$ cat config.mk
export PLATFORM = sky130hd
export DESIGN_NAME = a2d_spi_resp
export DESIGN_NICKNAME = d
export VERILOG_FILES = /design/src/rtl/a2d_pkg.sv /design/src/rtl/a2d_spi_resp_sync_edge.sv /design/src/rtl/a2d_spi_resp.sv
export SDC_FILE = /design/constraint.sdc
export NUM_CORES = 1
export LEC_CHECK = 0
export ABC_AREA = 1
export BUFFER_PORTS_ARGS = -buffer_cell sky130_fd_sc_hd__buf_2
export CAP_MARGIN = 15
export CORE_MARGIN = 2
export CORE_UTILIZATION = 35
export DETAILED_ROUTE_END_ITERATION = 12
export PLACE_DENSITY = 0.64
export SYNTH_ARGS = -nofsm -noshare
export SYNTH_HDL_FRONTEND = slang
export SYNTH_SLANG_ARGS = --single-unit
$ cat constraint.sdc
create_clock -name clk -period 3.45 [get_ports clk]
set_input_delay 0.5175 -clock clk [delete_from_list [all_inputs] [get_ports clk]]
set_output_delay 0.5175 -clock clk [all_outputs]
set_load 0.05 [all_outputs]
$ cat src/rtl/a2d_pkg.sv
// Shared definitions for the A2D SPI responder: frame geometry, FSM states,
// and the sample-to-response-word formatter.
package a2d_pkg;

  localparam int CMD_W    = 16;
  localparam int CHNL_MSB = 13;
  localparam int CHNL_LSB = 11;
  localparam int CHNL_W   = CHNL_MSB - CHNL_LSB + 1;

  typedef enum logic {IDLE, SHIFT} state_t;

  // Zero-extend a w-bit sample carried in the low bits of a command-width word.
  function automatic logic [CMD_W-1:0] resp_word(input logic [CMD_W-1:0] sample, input int w);
    logic [CMD_W-1:0] mask;
    mask = '0;
    for (int i = 0; i < CMD_W; i++)
      if (i < w) mask[i] = 1'b1;
    return sample & mask;
  endfunction

endpackage

$ cat src/rtl/a2d_spi_resp_sync_edge.sv
// Metastability synchronizer plus one history flop; rise/fall are single-clk
// pulses aligned with the synchronized level q.
module spi_sync_edge #(
  parameter int SYNC_STAGES = 2
) (
  input  logic clk,
  input  logic rst,
  input  logic din,
  output logic q,
  output logic rise,
  output logic fall
);

  logic [SYNC_STAGES-1:0] sync;
  logic                   hist;

  always_ff @(posedge clk) begin
    if (rst) begin
      sync <= '0;
      hist <= 1'b0;
    end else begin
      sync[0] <= din;
      for (int i = 1; i < SYNC_STAGES; i++) sync[i] <= sync[i-1];
      hist <= q;
    end
  end

  assign q    = sync[SYNC_STAGES-1];
  assign rise = q & ~hist;
  assign fall = ~q & hist;

endmodule

$ cat src/rtl/a2d_spi_resp.sv
// SPI responder modelling an 8-channel A2D: captures a 16-bit command per frame
// and returns the sample of the channel latched by the previous complete frame.
module a2d_spi_resp
  import a2d_pkg::*;
#(
  parameter int NUM_CH      = 8,
  parameter int DATA_W      = 12,
  parameter int SYNC_STAGES = 2
) (
  input  logic                     clk,
  input  logic                     rst,
  input  logic                     SS_n,
  input  logic                     SCLK,
  input  logic                     MOSI,
  output logic                     MISO,
  input  logic [NUM_CH*DATA_W-1:0] ch_data,
  output logic [CMD_W-1:0]         cmd,
  output logic [CHNL_W-1:0]        chnl,
  output logic                     cmd_rdy,
  output logic                     frame_err
);

  logic ss_lvl_unused, ss_rise, ss_fall;
  logic sclk_lvl_unused, sclk_rise, sclk_fall;
  logic mosi_q, mosi_rise_unused, mosi_fall_unused;

  spi_sync_edge #(.SYNC_STAGES(SYNC_STAGES)) u_ss (
    .clk(clk), .rst(rst), .din(SS_n), .q(ss_lvl_unused), .rise(ss_rise), .fall(ss_fall));
  spi_sync_edge #(.SYNC_STAGES(SYNC_STAGES)) u_sclk (
    .clk(clk), .rst(rst), .din(SCLK), .q(sclk_lvl_unused), .rise(sclk_rise), .fall(sclk_fall));
  spi_sync_edge #(.SYNC_STAGES(SYNC_STAGES)) u_mosi (
    .clk(clk), .rst(rst), .din(MOSI), .q(mosi_q), .rise(mosi_rise_unused), .fall(mosi_fall_unused));

  logic [DATA_W-1:0] ch_arr [NUM_CH];
  for (genvar k = 0; k < NUM_CH; k++) begin : g_ch
    assign ch_arr[k] = ch_data[k*DATA_W +: DATA_W];
  end

  state_t              state, state_nxt;
  logic [4:0]          bit_cnt, bit_cnt_nxt;
  logic [CMD_W-1:0]    tx_shft, tx_nxt, rx_shft, rx_nxt, cmd_nxt;
  logic [CHNL_W-1:0]   chnl_nxt;
  logic                rdy_nxt, err_nxt;

  always_ff @(posedge clk) begin
    if (rst) begin
      state     <= IDLE;
      bit_cnt   <= '0;
      tx_shft   <= '0;
      rx_shft   <= '0;
      cmd       <= '0;
      chnl      <= '0;
      cmd_rdy   <= 1'b0;
      frame_err <= 1'b0;
    end else begin
      state     <= state_nxt;
      bit_cnt   <= bit_cnt_nxt;
      tx_shft   <= tx_nxt;
      rx_shft   <= rx_nxt;
      cmd       <= cmd_nxt;
      chnl      <= chnl_nxt;
      cmd_rdy   <= rdy_nxt;
      frame_err <= err_nxt;
    end
  end

  always_comb begin
    state_nxt   = state;
    bit_cnt_nxt = bit_cnt;
    tx_nxt      = tx_shft;
    rx_nxt      = rx_shft;
    cmd_nxt     = cmd;
    chnl_nxt    = chnl;
    rdy_nxt     = 1'b0;
    err_nxt     = 1'b0;
    case (state)
      IDLE: begin
        // Snapshot the sample now so mid-frame ch_data changes cannot leak in.
        if (ss_fall) begin
          tx_nxt      = resp_word(CMD_W'(ch_arr[chnl]), DATA_W);
          bit_cnt_nxt = '0;
          state_nxt   = SHIFT;
        end
      end
      SHIFT: begin
        // SS_rise wins; any SCLK edge seen in the same clk is dropped.
        if (ss_rise) begin
          state_nxt = IDLE;
          if (bit_cnt == 5'd16) begin
            cmd_nxt  = rx_shft;
            chnl_nxt = rx_shft[CHNL_MSB:CHNL_LSB];
            rdy_nxt  = 1'b1;
          end else begin
            err_nxt  = 1'b1;
          end
        end else begin
          if (sclk_rise) begin
            rx_nxt = {rx_shft[CMD_W-2:0], mosi_q};
            if (bit_cnt != 5'd31) bit_cnt_nxt = bit_cnt + 5'd1;
          end
          // The first fall is the front porch; MSB is already on MISO.
          if (sclk_fall && bit_cnt != 5'd0 && bit_cnt < 5'd16)
            tx_nxt = tx_shft << 1;
        end
      end
      default: state_nxt = IDLE;
    endcase
  end

  assign MISO = (state == SHIFT) & tx_shft[CMD_W-1];

endmodule

==> run summary <==
Status: completed
Pwr dens: 394.1 mW/mm²
Die Area: 0.01019 mm²
First-pass GRT wire length: 14.83 mm
Synth area leaders: dfxtp_1 39%, nand2_1 16%, nand3_1 13%
Commonest cells post-synth: 136 x nand2_1, 88 x nand3_1, 82 x nor2_1
Net count, final: 723
Slew @ Worst Pin: 0.7398 ns
Max IR drop VDD: 290.2 µV
Fraction of layout cells with a size suffix above 1: 23.56%
Cts bufs inserted: 9
FF+latch count, synth: 64
Slew headroom: 50.63%
Syn Area/Cell: 6.323 µm²
Async S/R FF share, synth: 0%
Initial Utilization: 35.76%
DR iter-0 viols: 167
GRT busiest layer: met2
Cell taking the most area after synthesis: dfxtp_1
GR Util met2: 30.46%
Met3 Usage GRT: 3.398%
WS Path Type: reg2reg
HP Start: MOSI
Crit Path Max Fanout: 23
Synth top area share: 38.96%
Fin Clk Skew: 0.009044 ns
Synthesized area: 0.003288 mm²
GRT Overall Usage: 18.21%
ANT cells: 0
Required time worst endpoint: 3.73 ns
Final Cycle Share: 69.61%
Pre-CTS setup slack: 1.042 ns
Rows: 35
I/O pins: 123
Most numerous cell in the Yosys netlist: nand2_1
Die width: 100.9 µm
DRC: 0
Tightest Hold Check Type: in2reg
Syn. warnings: 0
Reg clk slew, reported paths: 0.07 ns
Leak: 2.099 nW
Post-route setup TNS: 0 ns
Vias in the first global route: 3310
Endpoint kind of the worst setup timing path: register
Setup violators final: 0
Gr ovfl total: 0
Final core occ: 44.75%
Largest net degree at the start of global routing: 52
Worst skew pair latency: 0.35 ns
Nature of the critical path startpoint: register
Count of input and output buffers: 122
Vias/cell: 4.914
Seq. cell area: 0.001281 mm²
GP Congestion: 0.8027
HPWL after DPL: 6.513 mm
Post-CTS resize count: 0
Seq/Total Area, Yosys: 38.96%
Drt first pass iters: 5
Die H: 100.9 µm
Clk buf depth: 2
Maxcap violations: 0
Cells after synthesis: 520
Cell variety after synth: 24
Post-CTS Hold Buffers: 0
RR Startpoint: state$_SDFF_PP0_
Grt met1 use: 23.13%
RSZ-0062 raised after global routing: false
Setup ws final: 1.048 ns
Filler cell count: 970
Worst Setup SP: state$_SDFF_PP0_
Root Driver: clkbuf_8
Post-DRT Antenna Nets: 0
Crit path DAT: 2.68 ns
Initial antenna violation count: 0
Synth Flop Type: dfxtp_1
Number of synthesized flops with an enable pin: 0
Fmax: 416.4 MHz
Avg WL per Cell: 12.53 µm
Final Slew Violations: 0
Syn-to-layout area delta: 25.15%
Vias: 3612
Synth Net Count: 624
Setup Buffers After CTS: 0
Fin. Hold Viols: 0
Multi-input gate area: 0.001734 mm²
Min cycle time layout: 2.402 ns
Core Box Area: 0.009196 mm²
CTS tree: built
Clk sinks: 64
Routed wire length: 9.206 mm
# H-tree levels: 3
[through the flow]
stage / instances / hold slack (ns) / total power, mW / instance area (µm²)
6_report: 735 / 0.3725 / 1.622 / 4115
5_1_grt: 735 / 0.3694 / 1.686 / 4115
4_1_cts: 735 / 0.3545 / 1.639 / 4115
3_5_place_dp: 719 / 0.4014 / 0.8975 / 3885
3_3_place_gp: 719 / 0.3911 / 0.8971 / 3885
2_1_floorplan: 520 / 0.3883 / 0.8279 / 3288
[final timing paths]
path,slack [ns],depth (start not counted),to
setup reg to reg,1.05,7,bit_cnt[4]$_SDFFE_PP0P_
setup / recovery,1.05,7,bit_cnt[4]$_SDFFE_PP0P_
hold / removal,0.37,3,u_mosi.sync[0]$_SDFF_PP0_
hold reg to reg,0.41,2,u_ss.sync[1]$_SDFF_PP0_
[flip-flops by register name, indices dropped and copies added (netlist names)]
name         count
u_sclk.sync      2
frame_err        1
u_mosi.sync      2
u_ss.sync        2
bit_cnt          5
cmd_rdy          1
cmd             16
rx_shft         16
u_sclk.hist      1
tx_shft         16
u_ss.hist        1
state            1
[layout by cell type (no fill, tap or decap), types with 3 or more instances in the layout]
cell / netlist / layout
a21oi_1: 37 / 37
buf_2: 10 / 122
buf_4: 6 / 3
clkbuf_8: 0 / 11
dfxtp_1: 64 / 64
ha_1: 3 / 3
inv_1: 23 / 23
nand2_1: 136 / 136
nand3_1: 88 / 88
nor2_1: 82 / 82
nor3_1: 3 / 3
o21ai_0: 33 / 33
o21ai_1: 4 / 4
[per-layer routing]
metal	share of wire, %	routed length (µm)	up-vias
li1	-	-	1875
met1	47	4358	1602
met2	46	4192	124
met3	5.9	546	11
met4	1.2	109	0
met5	0	0	-
[kinds of logic (layout without fill, tap and decap cells)]
kind of cell               count (synthesis)  after routing  synth area share, %
DFF                                       64             64                38.97
AOI/OAI and AO/OA                         75             75                11.53
adders and majority gates                  3              3                1.142
buffers and inverters                     63            167                8.295
and+or+nand+nor                          315            315                40.07
[power by group]
group | switching, mW | internal, mW | total [mW]
logic | 0.0641 | 0.0637 | 0.128
clock network | 0.296 | 0.445 | 0.741
registers | 0.00553 | 0.748 | 0.753
total | 0.366 | 1.26 | 1.62
[final cells by class]
cell class	count	share of cell area, %
Clock buffer	11	3.679
Clock inverter	5	1.915
Inverter	26	2.372
Multi-Input combinational cell	393	42.14
Sequential cell	64	31.13
Tap cell	111	3.375
Timing Repair Buffer	125	15.38
[critical path, stage by stage (launching register included)]
cell     delay, ns
dfxtp_1       0.44
inv_1         0.55
nand3_1       0.62
nand2_1       0.21
nand2_1       0.16
inv_1         0.14
nand3_1       0.08
a21oi_1       0.14
Note: power is estimated with default switching activity, not from simulation.
